## src/rtl/pmem_arbiter_pkg.sv

```systemverilog
// pmem_arbiter_pkg
// Shared encodings for the physical-memory port arbiter: FSM state codes
// and the owner codes that say which requester holds the memory port.
// Kept as plain localparam constants so the encodings stay bit-compatible
// with the older Verilog headers that use the same values.
package pmem_arbiter_pkg;

    // Arbiter FSM states
    localparam logic [1:0] ARB_IDLE = 2'd0;
    localparam logic [1:0] ARB_REQ  = 2'd1;
    localparam logic [1:0] ARB_WAIT = 2'd2;

    // Requester owning the current transaction
    localparam logic OWN_IFU = 1'b0;
    localparam logic OWN_LSU = 1'b1;

endpackage

```

## src/rtl/pmem_arb_timer.sv

```systemverilog
// pmem_arb_timer
// Clearable, enabled up-counter used as the response timeout for the
// memory arbiter. The terminal-count output is high when the count equals
// TIMEOUT-1, so with the counter cleared on entry to WAIT the terminal
// count lines up with the TIMEOUT-th WAIT cycle.
//
// Ports:
//   clk    in   rising-edge clock
//   rst_n  in   asynchronous active-low reset (count -> 0)
//   clr    in   synchronous clear, wins over en
//   en     in   count enable
//   tc     out  count == TIMEOUT-1
module pmem_arb_timer #(
    parameter int TIMEOUT = 255
) (
    input  logic clk,
    input  logic rst_n,
    input  logic clr,
    input  logic en,
    output logic tc
);

    localparam int CNT_W = $clog2(TIMEOUT + 1);
    localparam logic [CNT_W-1:0] TC_VALUE = CNT_W'(TIMEOUT - 1);

    logic [CNT_W-1:0] count;

    // Counter: clear has priority so a fresh WAIT always starts from zero
    always_ff @(posedge clk or negedge rst_n) begin
        if (!rst_n) begin
            count <= '0;
        end else if (clr) begin
            count <= '0;
        end else if (en) begin
            count <= count + CNT_W'(1);
        end
    end

    assign tc = (count == TC_VALUE);

endmodule

```

## src/rtl/pmem_arbiter.sv

```systemverilog
// pmem_arbiter
// Shares one physical-memory port between the instruction-fetch unit (IFU)
// and the load/store unit (LSU). One transaction is in flight at a time:
// IDLE grants a requester (round-robin on ties), REQ presents the captured
// request to memory until accepted, WAIT routes the response (or a forced
// error response on timeout) back to the owner.
//
// Ports:
//   clk, rst_n                    clock, async active-low reset
//   ifu_req_valid/ready, ifu_addr IFU request channel
//   ifu_rsp_valid, ifu_rdata      IFU one-cycle response
//   lsu_req_valid/ready, lsu_addr, lsu_wen, lsu_wdata, lsu_wmask
//                                 LSU request channel
//   lsu_rsp_valid, lsu_rdata      LSU one-cycle response
//   mem_req_valid/ready, mem_addr, mem_wen, mem_wdata, mem_wmask
//                                 memory request channel
//   mem_rsp_valid, mem_rdata      memory response
//   busy                          FSM not in IDLE
//   err                           one-cycle pulse on timeout
module pmem_arbiter
    import pmem_arbiter_pkg::*;
#(
    parameter int ADDR_W  = 32,
    parameter int DATA_W  = 32,
    parameter int MASK_W  = 8,
    parameter int TIMEOUT = 255
) (
    input  logic              clk,
    input  logic              rst_n,
    input  logic              ifu_req_valid,
    output logic              ifu_req_ready,
    input  logic [ADDR_W-1:0] ifu_addr,
    output logic              ifu_rsp_valid,
    output logic [DATA_W-1:0] ifu_rdata,
    input  logic              lsu_req_valid,
    output logic              lsu_req_ready,
    input  logic [ADDR_W-1:0] lsu_addr,
    input  logic              lsu_wen,
    input  logic [DATA_W-1:0] lsu_wdata,
    input  logic [MASK_W-1:0] lsu_wmask,
    output logic              lsu_rsp_valid,
    output logic [DATA_W-1:0] lsu_rdata,
    output logic              mem_req_valid,
    input  logic              mem_req_ready,
    output logic [ADDR_W-1:0] mem_addr,
    output logic              mem_wen,
    output logic [DATA_W-1:0] mem_wdata,
    output logic [MASK_W-1:0] mem_wmask,
    input  logic              mem_rsp_valid,
    input  logic [DATA_W-1:0] mem_rdata,
    output logic              busy,
    output logic              err
);

    logic [1:0]        state;
    logic [1:0]        state_next;
    logic              owner;
    logic              last_owner;
    logic [ADDR_W-1:0] cap_addr;
    logic              cap_wen;
    logic [DATA_W-1:0] cap_wdata;
    logic [MASK_W-1:0] cap_wmask;

    logic              in_idle;
    logic              in_wait;
    logic              ifu_grant;
    logic              lsu_grant;
    logic              rsp_done;
    logic              timeout_hit;
    logic              rsp_fire;
    logic [DATA_W-1:0] rsp_data;
    logic              timer_tc;

    assign in_idle = (state == ARB_IDLE);
    assign in_wait = (state == ARB_WAIT);

    // On a tie only the requester not served last sees ready
    assign ifu_req_ready = in_idle && (!lsu_req_valid || (last_owner == OWN_LSU));
    assign lsu_req_ready = in_idle && (!ifu_req_valid || (last_owner == OWN_IFU));

    assign ifu_grant = ifu_req_valid && ifu_req_ready;
    assign lsu_grant = lsu_req_valid && lsu_req_ready;

    // A real response in the terminal cycle beats the timeout
    assign rsp_done    = in_wait && mem_rsp_valid;
    assign timeout_hit = in_wait && !mem_rsp_valid && timer_tc;
    assign rsp_fire    = rsp_done || timeout_hit;
    assign rsp_data    = rsp_done ? mem_rdata : '0;

    assign ifu_rsp_valid = rsp_fire && (owner == OWN_IFU);
    assign lsu_rsp_valid = rsp_fire && (owner == OWN_LSU);
    assign ifu_rdata     = ifu_rsp_valid ? rsp_data : '0;
    assign lsu_rdata     = lsu_rsp_valid ? rsp_data : '0;
    assign err           = timeout_hit;

    assign mem_req_valid = (state == ARB_REQ);
    assign mem_addr      = cap_addr;
    assign mem_wen       = cap_wen;
    assign mem_wdata     = cap_wdata;
    assign mem_wmask     = cap_wmask;
    assign busy          = !in_idle;

    // Timeout counter restarts on the REQ->WAIT accept and only advances
    // while WAIT is still missing its response
    pmem_arb_timer #(
        .TIMEOUT (TIMEOUT)
    ) u_timer (
        .clk   (clk),
        .rst_n (rst_n),
        .clr   ((state == ARB_REQ) && mem_req_ready),
        .en    (in_wait && !mem_rsp_valid),
        .tc    (timer_tc)
    );

    // Next-state logic
    always_comb begin
        state_next = state;
        case (state)
            ARB_IDLE: if (ifu_grant || lsu_grant) state_next = ARB_REQ;
            ARB_REQ:  if (mem_req_ready)          state_next = ARB_WAIT;
            ARB_WAIT: if (rsp_fire)               state_next = ARB_IDLE;
            default:                              state_next = ARB_IDLE;
        endcase
    end

    always_ff @(posedge clk or negedge rst_n) begin
        if (!rst_n) begin
            state <= ARB_IDLE;
        end else begin
            state <= state_next;
        end
    end

    // Capture the granted request; IFU fetches are always plain reads so
    // the write fields are forced to zero for them
    always_ff @(posedge clk or negedge rst_n) begin
        if (!rst_n) begin
            owner      <= OWN_IFU;
            last_owner <= OWN_IFU;
            cap_addr   <= '0;
            cap_wen    <= 1'b0;
            cap_wdata  <= '0;
            cap_wmask  <= '0;
        end else if (lsu_grant) begin
            owner      <= OWN_LSU;
            last_owner <= OWN_LSU;
            cap_addr   <= lsu_addr;
            cap_wen    <= lsu_wen;
            cap_wdata  <= lsu_wdata;
            cap_wmask  <= lsu_wmask;
        end else if (ifu_grant) begin
            owner      <= OWN_IFU;
            last_owner <= OWN_IFU;
            cap_addr   <= ifu_addr;
            cap_wen    <= 1'b0;
            cap_wdata  <= '0;
            cap_wmask  <= '0;
        end
    end

endmodule

```

## config.mk

```make
export PLATFORM = sky130hd
export DESIGN_NAME = pmem_arbiter
export DESIGN_NICKNAME = d
export VERILOG_FILES = /design/src/rtl/pmem_arbiter_pkg.sv /design/src/rtl/pmem_arb_timer.sv /design/src/rtl/pmem_arbiter.sv
export SDC_FILE = /design/constraint.sdc
export NUM_CORES = 1
export LEC_CHECK = 0
export CAP_MARGIN = 20
export CELL_PAD_IN_SITES_DETAIL_PLACEMENT = 1
export CELL_PAD_IN_SITES_GLOBAL_PLACEMENT = 1
export CORE_ASPECT_RATIO = 1.4
export CORE_MARGIN = 5
export CORE_UTILIZATION = 25
export CTS_CLUSTER_DIAMETER = 200
export DETAILED_ROUTE_END_ITERATION = 6
export HOLD_SLACK_MARGIN = 0.05
export PLACE_DENSITY_LB_ADDON = 0.1
export SLEW_MARGIN = 20
export SYNTH_ARGS = -nofsm -noshare
export SYNTH_HDL_FRONTEND = slang
export SYNTH_SLANG_ARGS = --single-unit
```

## constraint.sdc

```tcl
create_clock -name clk -period 2.2 [get_ports clk]
set_input_delay 0.44 -clock clk [delete_from_list [all_inputs] [get_ports clk]]
set_output_delay 0.44 -clock clk [all_outputs]
set_load 0.02 [all_outputs]
```

======== Word level (Yosys, flattened, before mapping) ========
Index checks and enable logic that the tools add are counted.
word-level totals
  flip-flop bits (word level) ............. 84
  bits of input ports ..................... 143
  output and inout bits ................... 144
  logic and storage cells ................. 55
cells by class
  $add $sub $neg .......................... 1
  equal/unequal tests ..................... 6
  multiplexer cells ....................... 18
  bitwise gates (word level) .............. 1
  reduce and logical (&&, ||, !) cells .... 22
operators with widths
  cell                 number
  $mux 32              7
  $mux 8               4
  $logic_and 1x1->1    10
  $add 8x1->8 const B  1
  $eq 8x8->1 const B   1
  $mux 2               3
  $ne 2x1->1 const B   3
  $pmux 2 s3           1
  $logic_not 1->1      4
  $logic_or 1x1->1     4
  $reduce_bool 2->1    2
  $mux 1               3
  $reduce_and 3->1     1
  $eq 2x1->1 const B   1
  $eq 2x2->1 const B   1
  $logic_not 2->1      1
  $not 1->1            1

======== Logic depth before layout (Yosys ltp) ========
Gate-level depths: netlist (run 1).
  word-level depth ........................ 7
  gate-level depth with buffers ........... 6
  depth with buffers taken out ............ 5

======== Modules after synthesis ========
Synthesis (run 1) repeated with hierarchy kept, for this count alone.
unflattened totals
  cells, all modules ...................... 378
  area total of the unflattened synthesis .. 4156.5 um2
by module, submodules not included
  module          times used  cells an instance  area each (um2)  seq. area each (um2)
  pmem_arbiter    1           337                3746.1           1901.8
  pmem_arb_timer  1           41                 410.4            200.2

======== Worst setup path before layout (run 1) ========
OpenSTA, ideal clock, no wires.
  path kind ............................... reg2out
  start point ............................. register state[0]
  end point ............................... output ifu_req_ready
  arrival time ............................ 1.501 ns
  data required time ...................... 1.760 ns
  path slack .............................. 0.259 ns
  cell stages (with the launch flop) ...... 5
  path buffers ............................ 2
  path through ............................ dfrtp_1 > or2_1 > clkbuf_1 > buf_1 > a21oi_1
on the way
  longest elaborated chain between the ends .. 2
ends and longest elaborated chain
  item                    line                 source
  start, declared         pmem_arbiter.sv:55   logic [1:0] state;
  start signal, assigned  pmem_arbiter.sv:130  state <= state_next;
  $logic_not 2->1         pmem_arbiter.sv:74   assign in_idle = (state == ARB_IDLE);
  $logic_and 1x1->1       pmem_arbiter.sv:78   assign ifu_req_ready = in_idle && (!lsu_req_valid || (last_owner == OWN_LSU));
  end, declared           pmem_arbiter.sv:31   output logic ifu_req_ready,
No other way between the ends.

======== Final worst setup path (run 1) ========
Same ends and word-level chain as after synthesis.

==> results.rst, run 1 <==
.. list-table::
   :header-rows: 1

   * - Metric
     - Value
   * - Highest fanout seen on the critical path
     - 10
   * - Worst EP required
     - ~1.8 ns
   * - Number of distinct library cell variants in the gate-level netlist after synthesis
     - 34
   * - Yosys top cell area share
     - 50.9%
   * - Cells after Synth
     - 379
   * - Global-route wire length before repair
     - ~27000 microns
   * - Worst Max-Slew Pin Slew
     - around 0.54 ns
   * - Pwr dens
     - roughly 1200 nW/um^2
   * - Total nets after synthesis
     - approximately 520
   * - Share of the cycle needed by the critical path after routing
     - 97.2%
   * - X dimension of the die
     - between 100 and 150 microns
   * - Final weighted congestion of routability-driven global placement
     - 0.773
   * - CTS Root Cell
     - clkbuf_16
   * - Proportion of synthesized chip area in sequential cells
     - between 50% and 60%
   * - Total of flip-flops plus latches after synthesis
     - 84
   * - Clk pin slew, worst setup/hold paths
     - approximately 0.07 ns
   * - Result of the run
     - finished clean
   * - Total track usage
     - 18.0%
   * - Peak per-stage delay on the critical path
     - around 0.44 ns
   * - Setup skew after layout
     - ~0.011 ns
   * - Wire length per cell after detailed routing
     - around 21 microns
   * - VDD IR max
     - around 0.45 mV
   * - Via count
     - 4357
   * - Antenna Cells
     - 0
   * - Fillers
     - between 1500 and 2000
   * - CTS sink count
     - 84
   * - CTS tree
     - done
   * - Clock latency on the worst-skew pair
     - around 0.33 ns
   * - Number of H-tree levels
     - 3
   * - Hold Path Class
     - in2async
   * - EDFF count, synth
     - 0
   * - Share of flip-flops with an asynchronous set or reset after synthesis
     - 100%
   * - Most repeated library cell on the critical path
     - buf_4
   * - Vias per Instance
     - between 4 and 5
   * - Max-cap viol count
     - 0
   * - Non-filler cells in the finished layout
     - 886
   * - Placeable core area
     - between 15000 and 20000 sq um
   * - Synthesis warning total
     - 0
   * - Cell at the slowest stage of the critical path
     - dfrtp_2
   * - Cells taking the most area after synthesis
     - dfrtp_1 (51%), and2_1 (10%), a22o_1 (8.7%)
   * - Startpoint types
     - flip-flop
   * - Vias in the first global route
     - roughly 4800
   * - Placement row count
     - 55
   * - Area growth syn-to-layout
     - 83.0%
   * - Pin count of the biggest net entering global routing
     - 43
   * - Count of nets left with antenna violations after detail routing
     - 0
   * - Inst Count DP
     - a little under 900
   * - Hold-fix buffer count after cts
     - 0
   * - Number of pins exceeding their max-slew limit in the final report
     - 0
   * - Flop-to-flop setup slack
     - approximately 0.19 ns
   * - Number of optimization iterations in the first detailed-route pass
     - 4
   * - Total DRC errors in the routed layout
     - 0
   * - Cell leakage power
     - around 3.5 nW
   * - Max_slew headroom
     - approximately 64%
   * - Summed instance area of the synthesized netlist
     - between 4000 and 5000 sq um
   * - Min setup slack post-route
     - approximately 0.06 ns
   * - Final Hold Violating Endpoints
     - 0
   * - Worst slack at placement
     - -0.412 ns
   * - WS Path Type
     - reg2out
   * - Fin nets
     - about 830
   * - # IOs
     - 287
   * - Cell Chain, Critical Path
     - buf_4 -> or2_2 -> buf_6 -> a21oi_1 -> buf_4
   * - Kind of end point of the critical path
     - primary output
   * - Die Area
     - about 19000 sq um
   * - RSZ-0062 raised after global routing
     - false
   * - Number of buffers on the longest clock path
     - 2
   * - Footprint of the multi-input gates
     - 1910 sq um
   * - Shortest period the worst path allows
     - between 2 and 2.5 ns
   * - Fmax achieved
     - ~0.47 GHz
   * - Floorplan die height
     - 162 microns
   * - Total non-filler cell area in the finished layout
     - around 7600 sq um
   * - Data arrival at the endpoint of the critical path
     - roughly 1.7 ns
   * - Register Area
     - 2100 sq um
   * - Total CTS buffers
     - 9
   * - Starting DRT DRC Count
     - 97
   * - Number of input and output port buffers inserted
     - around 290
   * - Sum of routed wire length over all layers
     - 18500 microns
   * - Starting utilization of the core area
     - around a quarter
   * - Initial antenna violation count
     - 1
   * - Final setup violating endpoints
     - 0
   * - Half-perimeter wire length after detailed placement
     - around 14000 microns
   * - Aggregate global routing overflow
     - 0
   * - Average cell area after synthesis
     - roughly 11 sq um
   * - Share of final-layout standard cells stronger than drive strength 1
     - 19.9%
   * - Most frequently used flop master after synthesis
     - dfrtp_1
   * - Largest area contributor in the synthesized netlist
     - dfrtp_1
   * - Area after DPL
     - about 7500 sq um
path summary, 6_finish.rpt:
kind	startpoint	endpoint	cells past startpoint
worst max-delay path	state[0]$_DFFE_PN0P_	ifu_req_ready	5
worst min register to register	mem_wdata[28]$_DFFE_PN0P_	mem_wdata[28]$_DFFE_PN0P_	1
min in group clk	mem_wdata[28]$_DFFE_PN0P_	mem_wdata[28]$_DFFE_PN0P_	1
max in group asynchronous	rst_n	mem_addr[8]$_DFFE_PN0P_	2
worst min-delay path	rst_n	mem_wdata[8]$_DFFE_PN0P_	1
worst max register to register	state[0]$_DFFE_PN0P_	mem_addr[29]$_DFFE_PN0P_	6
per-layer routing:
layer	track usage (%)	wire length [microns]	up-vias
met3	6.76	1450	13
li1	-	-	2008
met5	0	20	-
met4	5.01	190	2
met1	18.7	6850	2135
met2	33.8	10000	199
cell type report:
class | instances | area share [%]
Inverter | 3 | 0.149
Sequential cell | 84 | 27.8
Timing Repair Buffer | 329 | 39.3
Clock inverter | 4 | 0.745
Tap cell | 199 | 3.29
Multi-Input combinational cell | 255 | 25.3
Clock buffer | 12 | 3.39
logic make-up (layout without fill, tap and decap cells):
kind of cell / after synthesis / count (layout) / synth area share, %
AO/OA/AOI/OAI: 121 / 121 / 24.9
multiplexers: 1 / 1 / 0.242
XOR/XNOR: 2 / 2 / 0.424
AND/OR/NAND/NOR: 129 / 129 / 19.1
buffers and inverters: 40 / 348 / 3.85
adder cells (fa/ha/maj): 2 / 2 / 0.606
flip-flops: 84 / 84 / 50.9
repair_timing:
item                       in CTS  in global routing
resized for setup             209                 74
setup endpoints to repair      69                 70
pin swaps                       1                  2
gates cloned                    0                  2
setup buffers                   2                  1
critical path, delay by kind of cell, from the launching register on:
family	cells	cell delay (ns)
buffers and inverters	3	0.47
flip-flops	1	0.44
AND/OR/NAND/NOR	1	0.32
AO/OA/AOI/OAI	1	0.12
per-stage QoR:
stage | power, W | utilization (%) | setup TNS, ns | hold WS, ns
after floorplan | 0.00515 | - | 0 | 0.144
after global placement | 0.00774 | 46.1 | -25.04 | 0.457
after detailed placement | 0.00786 | 46.1 | -29.96 | 0.469
after CTS | 0.00949 | 48.7 | 0 | 0.104
after global routing | 0.00989 | 46.5 | 0 | 0.113
final | 0.00935 | 46.5 | 0 | 0.0803
where the power goes:
| part | total (W) | leakage (nW) | internal (W) | switching (W) |
|---|---|---|---|---|
| clock | 0.00158 | 0.153 | 0.000951 | 0.000633 |
| sequential | 0.00256 | 1.06 | 0.00218 | 0.000374 |
| combinational | 0.00521 | 2.32 | 0.00260 | 0.00261 |
registers in the layout (all words and copies together), names as in the netlist:
signal,flops
last_owner,1
mem_addr,32
mem_wdata,32
mem_wen,1
mem_wmask,8
state,2
u_timer.count,8
cell usage in the layout (no fill, tap or decap), drive strengths merged, types with 5 or more instances in the layout:
master,netlist,layout
buf,9,110
and3,34,34
a311o,32,32
o21ai,6,6
o21a,32,32
nor2,5,5
clkdlybuf4s50,0,213
and2,66,66
a22o,41,41
clkbuf,28,15
dfrtp,84,84
nand2,5,5
Yosys cell counts (5+ instances only):
library cell and number:
and3_1 34, a22o_1 41, clkbuf_1 28, buf_2 7
o21ai_0 6, a311o_1 32, and2_1 66, nand2_1 5
dfrtp_1 84, o21a_1 32, nor2_1 5
Power figures use the tool's default switching activity.
==> run 2: changes to the inputs <==
ABC_AREA = 1   (was not set)
CORE_UTILIZATION = 26   (was 25)
clock period = 2.5 ns   (was 2.2 ns; I/O delays follow)
==> results.rst, run 2 <==
.. list-table::
   :header-rows: 1

   * - Metric
     - Value
   * - Proportion of synthesized chip area in sequential cells
     - about half
   * - Compound-gate portion of the synthesized area
     - a little over 7%
   * - Placement row count
     - 55
   * - Power consumption
     - 0.00789 W
   * - Pin count of the biggest net entering global routing
     - 66
   * - Kind of end point of the critical path
     - primary output
   * - Synthesis warning total
     - 0
   * - Summed instance area of the synthesized netlist
     - between 4000 and 5000 sq um
   * - Share of the cycle needed by the critical path after routing
     - around 97%
   * - Total DRC errors in the routed layout
     - 0
   * - Final Hold Violating Endpoints
     - 0
   * - Most frequent cells in the layout
     - nand2_1 (224), clkdlybuf4s50_1 (217), dfrtp_1 (84)
   * - CTS tree
     - done
   * - Share of flip-flops with an asynchronous set or reset after synthesis
     - 100%
   * - Share of power burned in combinational logic
     - a little over half
   * - Initial antenna violation count
     - 0
   * - Number of input and output port buffers inserted
     - around 290
   * - Peak per-stage delay on the critical path
     - 0.51 ns
   * - Hold-fix buffer count after cts
     - 0
   * - Number of H-tree levels
     - 3
   * - Total CTS buffers
     - 9
   * - CTS Root Cell
     - clkbuf_16
   * - Area growth syn-to-layout
     - 72.0%
   * - Wire length per cell after detailed routing
     - 16.7 microns
   * - Most numerous cell types in the synthesized netlist
     - nand2_1 (224), dfrtp_1 (84), nor2_1 (77), nand3_1 (50), inv_1 (41)
   * - VDD IR max
     - 0.381 mV
   * - RSZ-0062 raised after global routing
     - false
   * - Dominant combinational cell family by area after synthesis
     - simple AND/OR/NAND/NOR gates
   * - Setup skew after layout
     - between 0.008 and 0.009 ns
   * - Data arrival at the endpoint of the critical path
     - about 1.9 ns
   * - Clock latency on the worst-skew pair
     - around 0.33 ns
   * - # IOs
     - between 200 and 300
   * - Count of nets left with antenna violations after detail routing
     - 0
   * - Vias in the first global route
     - around 5600
   * - Worst Max-Slew Pin Slew
     - between 0.4 and 0.5 ns
   * - Vias per Instance
     - around 4.7
   * - Die Area
     - 19300 sq um
   * - CTS sink count
     - 84
   * - Post-synthesis mux area share
     - 0%
   * - Final setup violating endpoints
     - 0
   * - Share of final-layout standard cells stronger than drive strength 1
     - approximately an eighth
   * - Hold slack final
     - around 0.12 ns
   * - Cell leakage power
     - approximately 3.7 nW
   * - Adder-cell share of the synthesized area
     - less than 1%
   * - Max-cap viol count
     - 0
   * - Fin nets
     - approximately 1000
   * - Pwr dens
     - between 1000 and 1500 nW/um^2
   * - Total nets after synthesis
     - between 700 and 800
   * - Cell-internal power
     - about 0.0045 W
   * - Antenna Cells
     - 0
   * - Number of distinct library cell variants in the gate-level netlist after synthesis
     - 22
   * - Total of flip-flops plus latches after synthesis
     - 84
   * - Met1 wire length
     - between 6000 and 7000 microns
   * - X dimension of the die
     - approximately 120 microns
   * - Yosys top cell area share
     - between 40 and 50%
   * - Cell at the slowest stage of the critical path
     - clkdlybuf4s50_1
   * - Cell depth of the worst flop-to-flop path
     - 7
   * - Wire length on met2
     - a little over 9000 microns
   * - Starting utilization of the core area
     - 26.5%
   * - WS Path Type
     - in2out
   * - Cells taking the most area after synthesis
     - dfrtp_1 (49%), nand2_1 (20%), nor2_1 (6.7%)
   * - Part of the power in the clock network
     - roughly a fifth
   * - Largest area contributor in the synthesized netlist
     - dfrtp_1
   * - Most frequent standard cell in the layout excluding fill and tap cells
     - nand2_1
   * - Most frequently used flop master after synthesis
     - dfrtp_1
   * - WL met3
     - around 1800 microns
   * - Via count
     - around 4900
   * - Average cell area after synthesis
     - 7.48 sq um
   * - Sum of routed wire length over all layers
     - 17600 microns
   * - Simple-Gate Fraction of Synth Area
     - roughly a third
   * - Switching component of the power
     - between 0.003 and 0.004 W
   * - Max_slew headroom
     - 68.6%
   * - Number of optimization iterations in the first detailed-route pass
     - 4
   * - Highest fanout seen on the critical path
     - 16
   * - Half-perimeter wire length after detailed placement
     - around 14000 microns
   * - Aggregate global routing overflow
     - 0
   * - Cells after Synth
     - approximately 580
   * - Global-route wire length before repair
     - around 28000 microns
   * - Total track usage
     - ~18%
   * - Clk pin slew, worst setup/hold paths
     - approximately 0.06 ns
   * - Number of pins exceeding their max-slew limit in the final report
     - 0
   * - Switching Share
     - between 40% and 50%
   * - Shortest period the worst path allows
     - around 2.4 ns
   * - Worst EP required
     - approximately 2.0 ns
   * - Placeable core area
     - between 15000 and 20000 sq um
   * - Floorplan die height
     - 162 microns
   * - EDFF count, synth
     - 0
   * - Startpoint types
     - primary input
   * - Fmax achieved
     - about 0.41 GHz
   * - Final weighted congestion of routability-driven global placement
     - approximately 0.8
   * - Starting DRT DRC Count
     - between 200 and 300
   * - Sequential fraction of design power
     - between 20% and 30%
   * - Hold Path Class
     - in2async
   * - Synthesized-area fraction occupied by xor and xnor cells
     - 0%
   * - Count leader, synth
     - nand2_1
   * - Uppermost signal routing layer after detailed routing
     - met4
   * - Cell Chain, Critical Path
     - clkdlybuf4s50_1 -> nand3_1 -> inv_2 -> buf_4 -> clkbuf_16 -> nand2_1 -> nor2_1 -> clkbuf_2
   * - Number of buffers on the longest clock path
     - 2
   * - Result of the run
     - finished clean
run 2: cell types whose count changed after synthesis, sizes merged, moves of 32 or more:
cell / previous run / this run
o211ai: 0 / 32
and2: 66 / 0
nor2: 5 / 80
a311o: 32 / 0
o21a: 32 / 0
a22o: 41 / 0
nand2: 5 / 226
and3: 34 / 1
inv: 3 / 43
nand3: 4 / 50
run 2: what timing repair did:
| item | CTS | global route |
|---|---|---|
| setup buffers | 0 | 1 |
| endpoints found under the setup margin | 67 | 65 |
| cloned | 0 | 1 |
| gates resized for setup | 78 | 117 |
| endpoints found under the hold margin | 0 | 0 |
run 2: final timing paths:
path	from	end	slack (ns)
max in group asynchronous	rst_n	u_timer.count[6]$_DFFE_PN0P_	1.77
worst max-delay path	mem_rsp_valid	lsu_rdata[31]	0.08
worst max register to register	state[1]$_DFFE_PN0P_	mem_wdata[7]$_DFFE_PN0P_	1.02
min in group clk	mem_wdata[27]$_DFFE_PN0P_	mem_wdata[27]$_DFFE_PN0P_	0.47
worst min register to register	mem_wdata[27]$_DFFE_PN0P_	mem_wdata[27]$_DFFE_PN0P_	0.47
worst min-delay path	rst_n	mem_addr[6]$_DFFE_PN0P_	0.12
run 2: kinds of logic after synthesis:
family | count (synthesis)
AND/OR/NAND/NOR | 362
flip-flops | 84
buffers and inverters | 82
AO/OA/AOI/OAI | 46
adder cells (fa/ha/maj) | 2
run 2: metrics by stage:
step                setup slack (ns)  util [%]  area, sq um  std cells  setup TNS, ns
detailed placement            -0.308      45.3         7350       1039         -15.06
finish                        0.0842      45.6         7410       1057              0
CTS                          0.00274      46.8         7610       1055              0
global placement              -0.307      45.3         7350       1039         -14.79
floorplan                      0.750         -         4310        576              0
global route                 0.00571      45.6         7410       1057              0
run 2: worst max-delay path: cells and delay by family:
family	cells	cell delay (ns)
and+or+nand+nor	3	0.31
buffers and inverters	5	1.10
run 2: power by group through the flow:
stage | logic (W) | clock network (W) | registers [W]
after floorplan | 0.00173 | 0 | 0.00282
after global placement | 0.00427 | 0 | 0.00221
after detailed placement | 0.00435 | 0 | 0.00224
after CTS | 0.00432 | 0.00151 | 0.00222
after global routing | 0.00460 | 0.00157 | 0.00228
final | 0.00421 | 0.00147 | 0.00222
run 2: cell type report:
type                            instances  area [sq um]
Clock buffer                            9           225
Clock inverter                          7           104
Fill cell                            2017          8830
Inverter                               45           169
Multi-Input combinational cell        410          1790
Sequential cell                        84          2100
Tap cell                              199           249
Timing Repair Buffer                  303          2770
run 2: per-layer routing:
| metal | global-route usage [%] | vias up |
|---|---|---|
| li1 | - | 2363 |
| met1 | 18.8 | 2359 |
| met2 | 33.5 | 208 |
| met3 | 7.59 | 13 |
| met4 | 4.96 | 0 |
| met5 | 0 | - |
